$ cat src/rtl/tile_fetch_sched.sv
// Tile ROM fetch scheduler: walks the enabled layers of one scan line,
// one word per REQ/GAP pair, into the line-buffer bank picked by BUF_SEL.
//
// Ports:
//   CLK_16M   in   clock, all state on rising edge
//   RESET_N   in   asynchronous active-low reset
//   LI        in   line-start pulse (one cycle)
//   LAYER_EN  in   [4:0] layer enables, latched on LI
//                  bit0 sprites, bit1..3 scroll1..3, bit4 stars
//   ROM_REQ   out  fetch request, high exactly in REQ
//   ROM_ACK   in   ROM data valid for the current request
//   ROMA      out  [2:0] layer code (ROM address bits 22:20)
//   WORD_IDX  out  [5:0] line-buffer word index
//   BUF_WE    out  line-buffer write strobe
//   BUF_SEL   out  line-buffer bank being written
//   BUSY      out  line fetch in progress
//   OVERRUN   out  sticky: LI arrived before the line was done
//   CLR_OVR   in   clears OVERRUN (a same-cycle set wins)
module tile_fetch_sched #(
    parameter int SPR_WORDS  = 32,
    parameter int SCR_WORDS  = 64,
    parameter int STAR_WORDS = 32
) (
    input  logic       CLK_16M,
    input  logic       RESET_N,
    input  logic       LI,
    input  logic [4:0] LAYER_EN,
    output logic       ROM_REQ,
    input  logic       ROM_ACK,
    output logic [2:0] ROMA,
    output logic [5:0] WORD_IDX,
    output logic       BUF_WE,
    output logic       BUF_SEL,
    output logic       BUSY,
    output logic       OVERRUN,
    input  logic       CLR_OVR
);

    // WORD_IDX is 6 bits wide, so no layer may exceed 64 words.
    if (SCR_WORDS > 64 || SCR_WORDS < 1) begin : g_scr_cfg_err
        $error("tile_fetch_sched: SCR_WORDS must be 1..64");
    end
    if (SPR_WORDS > 64 || SPR_WORDS < 1) begin : g_spr_cfg_err
        $error("tile_fetch_sched: SPR_WORDS must be 1..64");
    end
    if (STAR_WORDS > 64 || STAR_WORDS < 1) begin : g_star_cfg_err
        $error("tile_fetch_sched: STAR_WORDS must be 1..64");
    end

    localparam logic [5:0] SPR_LAST  = 6'(SPR_WORDS - 1);
    localparam logic [5:0] SCR_LAST  = 6'(SCR_WORDS - 1);
    localparam logic [5:0] STAR_LAST = 6'(STAR_WORDS - 1);

    typedef enum logic [1:0] {
        S_IDLE,
        S_REQ,
        S_GAP
    } state_t;

    state_t     state_q;
    state_t     state_n;
    logic [2:0] roma_q;
    logic [2:0] roma_n;
    logic [5:0] idx_q;
    logic [5:0] idx_n;
    logic       sel_q;
    logic       sel_n;
    logic       ovr_q;
    logic       ovr_n;
    logic [4:0] en_q;
    logic [4:0] en_n;

    logic [5:0] last_idx;
    logic       li_any;
    logic [2:0] li_first;
    logic       nxt_found;
    logic [2:0] nxt_layer;

    // Last word index of the layer currently being fetched.
    always_comb begin
        last_idx = SCR_LAST;
        case (roma_q)
            3'd0:    last_idx = SPR_LAST;
            3'd4:    last_idx = STAR_LAST;
            default: last_idx = SCR_LAST;
        endcase
    end

    // Lowest enabled layer of the incoming LAYER_EN (used on LI).
    always_comb begin
        li_any   = 1'b0;
        li_first = 3'd0;
        for (int i = 4; i >= 0; i--) begin
            if (LAYER_EN[i]) begin
                li_any   = 1'b1;
                li_first = 3'(i);
            end
        end
    end

    // Next higher enabled layer above the current one; the descending
    // scan leaves the lowest qualifying layer, so gaps cost no cycles.
    always_comb begin
        nxt_found = 1'b0;
        nxt_layer = roma_q;
        for (int i = 4; i >= 0; i--) begin
            if (en_q[i] && (i > int'(roma_q))) begin
                nxt_found = 1'b1;
                nxt_layer = 3'(i);
            end
        end
    end

    always_ff @(posedge CLK_16M or negedge RESET_N) begin
        if (!RESET_N) begin
            state_q <= S_IDLE;
            roma_q  <= 3'd0;
            idx_q   <= 6'd0;
            sel_q   <= 1'b0;
            ovr_q   <= 1'b0;
            en_q    <= 5'd0;
        end else begin
            state_q <= state_n;
            roma_q  <= roma_n;
            idx_q   <= idx_n;
            sel_q   <= sel_n;
            ovr_q   <= ovr_n;
            en_q    <= en_n;
        end
    end

    always_comb begin
        state_n = state_q;
        roma_n  = roma_q;
        idx_n   = idx_q;
        sel_n   = sel_q;
        ovr_n   = ovr_q;
        en_n    = en_q;

        if (CLR_OVR) begin
            ovr_n = 1'b0;
        end

        if (LI) begin
            // LI overrides everything: restart the line in the other bank.
            sel_n = ~sel_q;
            en_n  = LAYER_EN;
            idx_n = 6'd0;
            if (li_any) begin
                roma_n  = li_first;
                state_n = S_REQ;
            end else begin
                state_n = S_IDLE;
            end
            if (state_q != S_IDLE) begin
                ovr_n = 1'b1;
            end
        end else begin
            case (state_q)
                S_REQ: begin
                    if (ROM_ACK) begin
                        state_n = S_GAP;
                    end
                end
                S_GAP: begin
                    if (idx_q != last_idx) begin
                        idx_n   = idx_q + 6'd1;
                        state_n = S_REQ;
                    end else if (nxt_found) begin
                        idx_n   = 6'd0;
                        roma_n  = nxt_layer;
                        state_n = S_REQ;
                    end else begin
                        state_n = S_IDLE;
                    end
                end
                default: begin
                    state_n = S_IDLE;
                end
            endcase
        end
    end

    assign ROM_REQ  = (state_q == S_REQ);
    assign BUSY     = (state_q != S_IDLE);
    // An ack landing on LI belongs to the abandoned line: drop it.
    assign BUF_WE   = ROM_REQ & ROM_ACK & ~LI;
    assign ROMA     = roma_q;
    assign WORD_IDX = idx_q;
    assign BUF_SEL  = sel_q;
    assign OVERRUN  = ovr_q;

endmodule
$ cat config.mk
export PLATFORM = sky130hd
export DESIGN_NAME = tile_fetch_sched
export DESIGN_NICKNAME = d
export VERILOG_FILES = /design/src/rtl/tile_fetch_sched.sv
export SDC_FILE = /design/constraint.sdc
export NUM_CORES = 1
export LEC_CHECK = 0
export BUFFER_PORTS_ARGS = -buffer_cell sky130_fd_sc_hd__clkbuf_2
export CAP_MARGIN = 20
export CORE_UTILIZATION = 30
export DETAILED_ROUTE_END_ITERATION = 10
export PLACE_DENSITY = 0.5
export SETUP_SLACK_MARGIN = 0.15
export SYNTH_ARGS = -nofsm -noshare
export SYNTH_HDL_FRONTEND = slang
export SYNTH_SLANG_ARGS = --single-unit
$ cat constraint.sdc
create_clock -name CLK_16M -period 3.5 [get_ports CLK_16M]
set_clock_uncertainty 0.05 [all_clocks]
set_input_delay 0.175 -clock CLK_16M [delete_from_list [all_inputs] [get_ports CLK_16M]]
set_output_delay 0.175 -clock CLK_16M [all_outputs]
set_load 0.005 [all_outputs]
==> impl_metrics.tcl, run 1 <==
set metrics [dict create \
    hold_viol 0 \
    cts_setup_buffers 0 \
    grt_pass1_vias 905 \
    drcViolationCount 0 \
    switching_share 0.3398 \
    synth-edff-count 0 \
    drt-wirelength-per-cell_um 12.69 \
    power.density_mw_per_mm2 414.0 \
    slew_violations 0 \
    ys.flop_type "dfrtp_1" \
    numCtsBuffers 3 \
    postSynthAreaPerCell_um2 9.552 \
    worstHoldPathType "primary input to flop" \
    wl_um 2221 \
    ys_seq_area_frac 0.4282 \
    first_pass_iters 4 \
    clockBufferDepth 2 \
    slowest_delay_ps 470 \
    initial_core_util 0.3202 \
    pwr-share-seq 0.503 \
    mappedNetlistNets 118 \
    slowest_stage "dfrtp_1" \
    grt.overflow.total 0 \
    status "finished clean" \
    die_h_um 59.55 \
    drive_gt1_frac 0.2366 \
    die_area_mm2 0.003546 \
    cp_max_fo 8 \
    endpoint_kind "flop" \
    fmax_ghz 0.5131 \
    power_mw 0.4978 \
    dp_hpwl_um 1667 \
    max_slew.worst_pin.slew_ps 495.7 \
    place.port_buffers 23 \
    clock_power_share 0.217 \
    grt_max_degree 19 \
    rsz0062_at_grt "false" \
    grt_pass1_wl_um 3864 \
    p_leak_nw 0.5728 \
    ant_nets 0 \
    antenna_cells 0 \
    synth_warnings 0 \
    grtUsageTotal 0.1447 \
    rows 20 \
    core_mm2 0.003103 \
    required_ps 3630 \
    setup_violations 0 \
    vias 857 \
    htreeDepth 1 \
    tns_ps 0 \
    drt-initial-drc-count 34 \
    gp_congestion 0.7963 \
    ys_ff_latch 17 \
    antenna_found_initial 0 \
    fin_nets 146 \
    worst_ep_arrival_time_ps 2080 \
    cp-start-kind "flop" \
    power.internal_mw 0.3286 \
    crit_buf_inv 0 \
    crit_chain "or3_1, a21oi_2, nand2_2, o41ai_4, mux2_1" \
    cp_top_family "simple AND/OR/NAND/NOR gates" \
    slew_headroom 0.6659 \
    cts_tree "yes" \
    drv_cap 0 \
    worstSkewPairLatency_ps 290 \
    peakVddDrop_mv 0.1856 \
    syn_area_um2 993.5 \
    ys_types 36 \
    finalCritPeriodShare 0.5569 \
    power_switching_mw 0.1692 \
    async_reset_ff_frac 1.000 \
    comb_power_share 0.280 \
    fin_crit_ps 1949 \
    holdWs_ps 74.67 \
    chipWidth_um 59.55 \
    critPathKind "flop to flop" \
    synth_cells 104 \
    path_clk_slew_ps 100 \
    clock_sinks 17 \
    synthToLayoutAreaGrowth_pct 21.03 \
    root_buffer "clkbuf_4" \
    viasPerCell 4.897 \
    pin_count 24 \
]
==> path summary, 6_finish.rpt <==
path | start | to | slack, ps | depth (start not counted)
worst max-delay path | ROMA[0] | ROMA[2] | 1550 | 5
worst min-delay path | LAYER_EN[3] | en_q[3] | 70 | 3
worst max register to register | ROMA[0] | ROMA[2] | 1550 | 5
worst min register to register | BUF_SEL | BUF_SEL | 420 | 1
max in group asynchronous | RESET_N | ROMA[1] | 2800 | 2
min in group asynchronous | RESET_N | WORD_IDX[0] | 300 | 2
==> per-layer routing <==
| metal | track usage | routed length [um] |
|---|---|---|
| met3 | 0.04585 | 93 |
| met4 | 0.02990 | 32 |
| met2 | 0.2616 | 1088 |
| met1 | 0.1664 | 1006 |
| met5 | 0 | 0 |
==> Yosys cell counts, types with 2 or more instances <==
cell | n | share of area
xnor2_1 | 3 | 0.026
nand4_1 | 3 | 0.019
mux2_1 | 3 | 0.034
nand2_1 | 9 | 0.034
o21ai_0 | 4 | 0.020
ha_1 | 4 | 0.050
nor2_1 | 7 | 0.026
clkbuf_1 | 2 | 0.0076
nand2b_1 | 2 | 0.013
dfrtp_1 | 17 | 0.43
a31oi_1 | 2 | 0.013
inv_1 | 11 | 0.042
a211oi_1 | 2 | 0.015
a311oi_1 | 2 | 0.018
nor2b_1 | 2 | 0.013
and3_1 | 2 | 0.013
a21oi_1 | 9 | 0.045
o21ai_1 | 2 | 0.010
==> power groups by stage <==
| stage | Clock, mW | Sequential, mW | Combinational (mW) |
|---|---|---|---|
| 2_1_floorplan | 0 | 0.250 | 0.0874 |
| 3_3_place_gp | 0 | 0.253 | 0.138 |
| 3_5_place_dp | 0 | 0.255 | 0.139 |
| 4_1_cts | 0.114 | 0.251 | 0.142 |
| 5_1_grt | 0.123 | 0.256 | 0.157 |
| 6_report | 0.108 | 0.251 | 0.139 |
==> logic make-up after synthesis <==
group           count (synthesis)  share of synthesized area
fa+ha+maj                       4                    0.05038
flops                          17                     0.4282
mux                             4                    0.04408
buf+inv                        13                    0.04912
compound gates                 32                     0.2431
xor+xnor                        4                    0.03527
simple gates                   30                     0.1499
==> timing repair <==
item / 4_1_cts / 5_1_grt
hold buffers: 2 / 0
gates resized for setup: 0 / 0
endpoints found under the hold margin: 18 / 0
==> cells in the final DEF (no fill, tap or decap), drive strengths merged, types with 2 or more instances in the layout <==
cell and count:
nand4 3, nor2 7, a21oi 10, dlygate4sd3 2, a31oi 2, xnor2 3, clkbuf 27, mux2 3
nor2b 2, dfrtp 17, a311oi 2, nand2b 2, and3 2, o41ai 2, nand2 10, ha 4
a211oi 2, inv 11, o21ai 6
==> final cells by class <==
type	instances	area, um2
repair buffers	25	135.1
inverters	11	41.29
well taps	44	55.05
clock buffers	4	26.28
flip-flops and latches	17	425.4
fillers	333	1901
multi-input cells	74	519.2
==> flip-flops by register name (all words and copies together) (netlist names) <==
signal    cells
BUF_SEL       1
WORD_IDX      6
OVERRUN       1
state_q       2
en_q          4
ROMA          3
==> worst register-to-register path: cells and delay by family, from the launching register on <==
family	cells	cell delay, ps
compound gates	2	460
flops	1	470
mux	1	360
simple gates	2	510
==> per-stage QoR <==
step                std cells  worst slack, ps  instance area, um2    util
floorplan                 104             1645               993.5       -
global placement          169             1597                1156  0.3726
detailed placement        169             1557                1156  0.3726
CTS                       175             1543                1202  0.3875
global route              175             1463                1202  0.3875
finish                    175             1551                1202  0.3875
No activity file was read; power rests on OpenSTA's default activity.
==> inputs of run 2 (changes only) <==
ABC_AREA = 1   (was default)
PLACE_DENSITY = 0.49   (was 0.5)
clock period = 1.85 ns   (was 3.5 ns; I/O delays follow)
==> impl_metrics.tcl, run 2 <==
set metrics [dict create \
    synthToLayoutAreaGrowth_pct 23.85 \
    ys.flop_type "dfrtp_1" \
    async_reset_ff_frac 1.000 \
    synth_cells 152 \
    endpoint_kind "flop" \
    numCtsBuffers 3 \
    syn_area_mm2 0.001086 \
    viasPerCell 4.543 \
    synth.most_common_cell "nand2_1" \
    synth_warnings 0 \
    fin_nets 199 \
    final_util 0.3968 \
    postCtsHoldBufs 6 \
    drcViolationCount 0 \
    grt.overflow.total 0 \
    drv_cap 0 \
    grt_pass1_vias 1006 \
    status "finished clean" \
    synth_top_cell_area_share 0.3917 \
    chipWidth_um 62.17 \
    holdWs_ps 142.7 \
    drt-wirelength-per-cell_um 11.07 \
    cp-start-kind "flop" \
    setup_violations 0 \
    worstSkewPairLatency_ps 300 \
    grtUsageTotal 0.1419 \
    antenna_cells 0 \
    finalCritPeriodShare 0.8274 \
    peakVddDrop_mv 0.2641 \
    postSynthAreaPerCell_um2 7.145 \
    die_h_um 62.17 \
    place.port_buffers 23 \
    yosys-top-cells-area "dfrtp_1 (39%), nand2_1 (18%), nand3_1 (6.0%), inv_1 (5.2%), nor2_1 (5.2%)" \
    slew_violations 0 \
    dp_hpwl_um 1911 \
    worst_ep_arrival_time_ps 1670 \
    layout_commonest_cell "nand2_1" \
    rsz0062_at_grt "false" \
    hold_viol 0 \
    core_mm2 0.003390 \
    synth-edff-count 0 \
    power_mw 0.9727 \
    htreeDepth 1 \
    grt_pass1_wl_um 4326 \
    wl_um 2546 \
    post_cts_resize_count 0 \
    critPathKind "flop to flop" \
    gp_congestion 0.7696 \
    ys_ff_latch 17 \
    cts_setup_buffers 0 \
    fin_crit_ps 1531 \
    drt-initial-drc-count 45 \
    ys_seq_area_frac 0.3917 \
    ys_types 22 \
    cp_max_fo 6 \
    yosys.area.top_type "dfrtp_1" \
    pin_count 24 \
    clock_sinks 17 \
    power.density_mw_per_mm2 723.2 \
    p_leak_nw 0.7158 \
    grt_max_degree 18 \
    largest_register_ffs 6 \
    rows 21 \
    clockBufferDepth 2 \
    ant_nets 0 \
    mappedNetlistNets 166 \
    max_slew.worst_pin.slew_ps 460.3 \
    layout_common_cells "nand2_1 (51), clkbuf_2 (23), dfrtp_1 (17)" \
    fillers 366 \
    synth_common_cells "nand2_1 (51), dfrtp_1 (17), inv_1 (15), nor2_1 (15), nand3_1 (13)" \
    path_clk_slew_ps 110 \
    worstHoldPathType "primary input to flop" \
    slew_headroom 0.6932 \
    required_ps 1990 \
    vias 1045 \
    initial_core_util 0.3204 \
    cts_tree "yes" \
    fmax_ghz 0.6533 \
    drive_gt1_frac 0.2120 \
    first_pass_iters 4 \
    antenna_found_initial 0 \
    die_area_mm2 0.003864 \
    final_cells 230 \
    tns_ps 0 \
    root_buffer "clkbuf_4" \
    placed_cells 219 \
]
-- run 2: power breakdown --
group          switching [mW]  internal (mW)
logic                   0.179          0.117
registers              0.0475          0.418
clock network           0.128         0.0840
-- run 2: per-stage QoR --
stage                     cell area (um2)  setup slack, ps
after floorplan                      1086            450.0
after CTS                            1335            310.5
after global routing                 1345            164.5
after detailed placement             1249            344.4
after global placement               1249            404.4
final                                1345            319.3
-- run 2: path summary, 6_finish.rpt --
path / startpoint / to / slack [ps] / cells past startpoint
min in group asynchronous: RESET_N / en_q[1] / 210 / 2
max: WORD_IDX[0] / ROMA[2] / 320 / 8
min reg2reg: BUF_SEL / BUF_SEL / 420 / 1
min: LI / BUF_SEL / 140 / 2
max reg2reg: WORD_IDX[0] / ROMA[2] / 320 / 8
max in group asynchronous: RESET_N / WORD_IDX[5] / 1220 / 2
-- run 2: logic make-up after synthesis --
family	Yosys count	synth area share
AO/OA/AOI/OAI	14	0.08065
XOR/XNOR	3	0.02420
adder cells (fa/ha/maj)	4	0.04608
buffers and inverters	19	0.06797
flip-flops	17	0.3917
AND/OR/NAND/NOR	95	0.3894
-- run 2: per-layer routing --
metal,track usage,vias up,share of wire
met2,0.2431,16,0.48
met4,0.06105,0,0.013
li1,-,546,-
met5,0,-,0
met1,0.1756,479,0.47
met3,0.02206,4,0.028
-- run 2: cell type report --
cell class                 count  area (um2)  area share
clock buffer                   4       26.28     0.01953
inverter                      17       63.81     0.04744
multi-input combinational    116       586.8      0.4363
sequential                    17       425.4      0.3163
tap                           46       57.56     0.04279
timing repair buffer          30       185.2      0.1377
-- run 2: critical path: stages (launching register included) --
cell and delay [ps]:
dfrtp_1 440, ha_1 240, nand2_1 80, nor2_2 100, nand2_2 90, o21ai_4 190
nand3_2 120, nand2_1 70, nand2_1 60
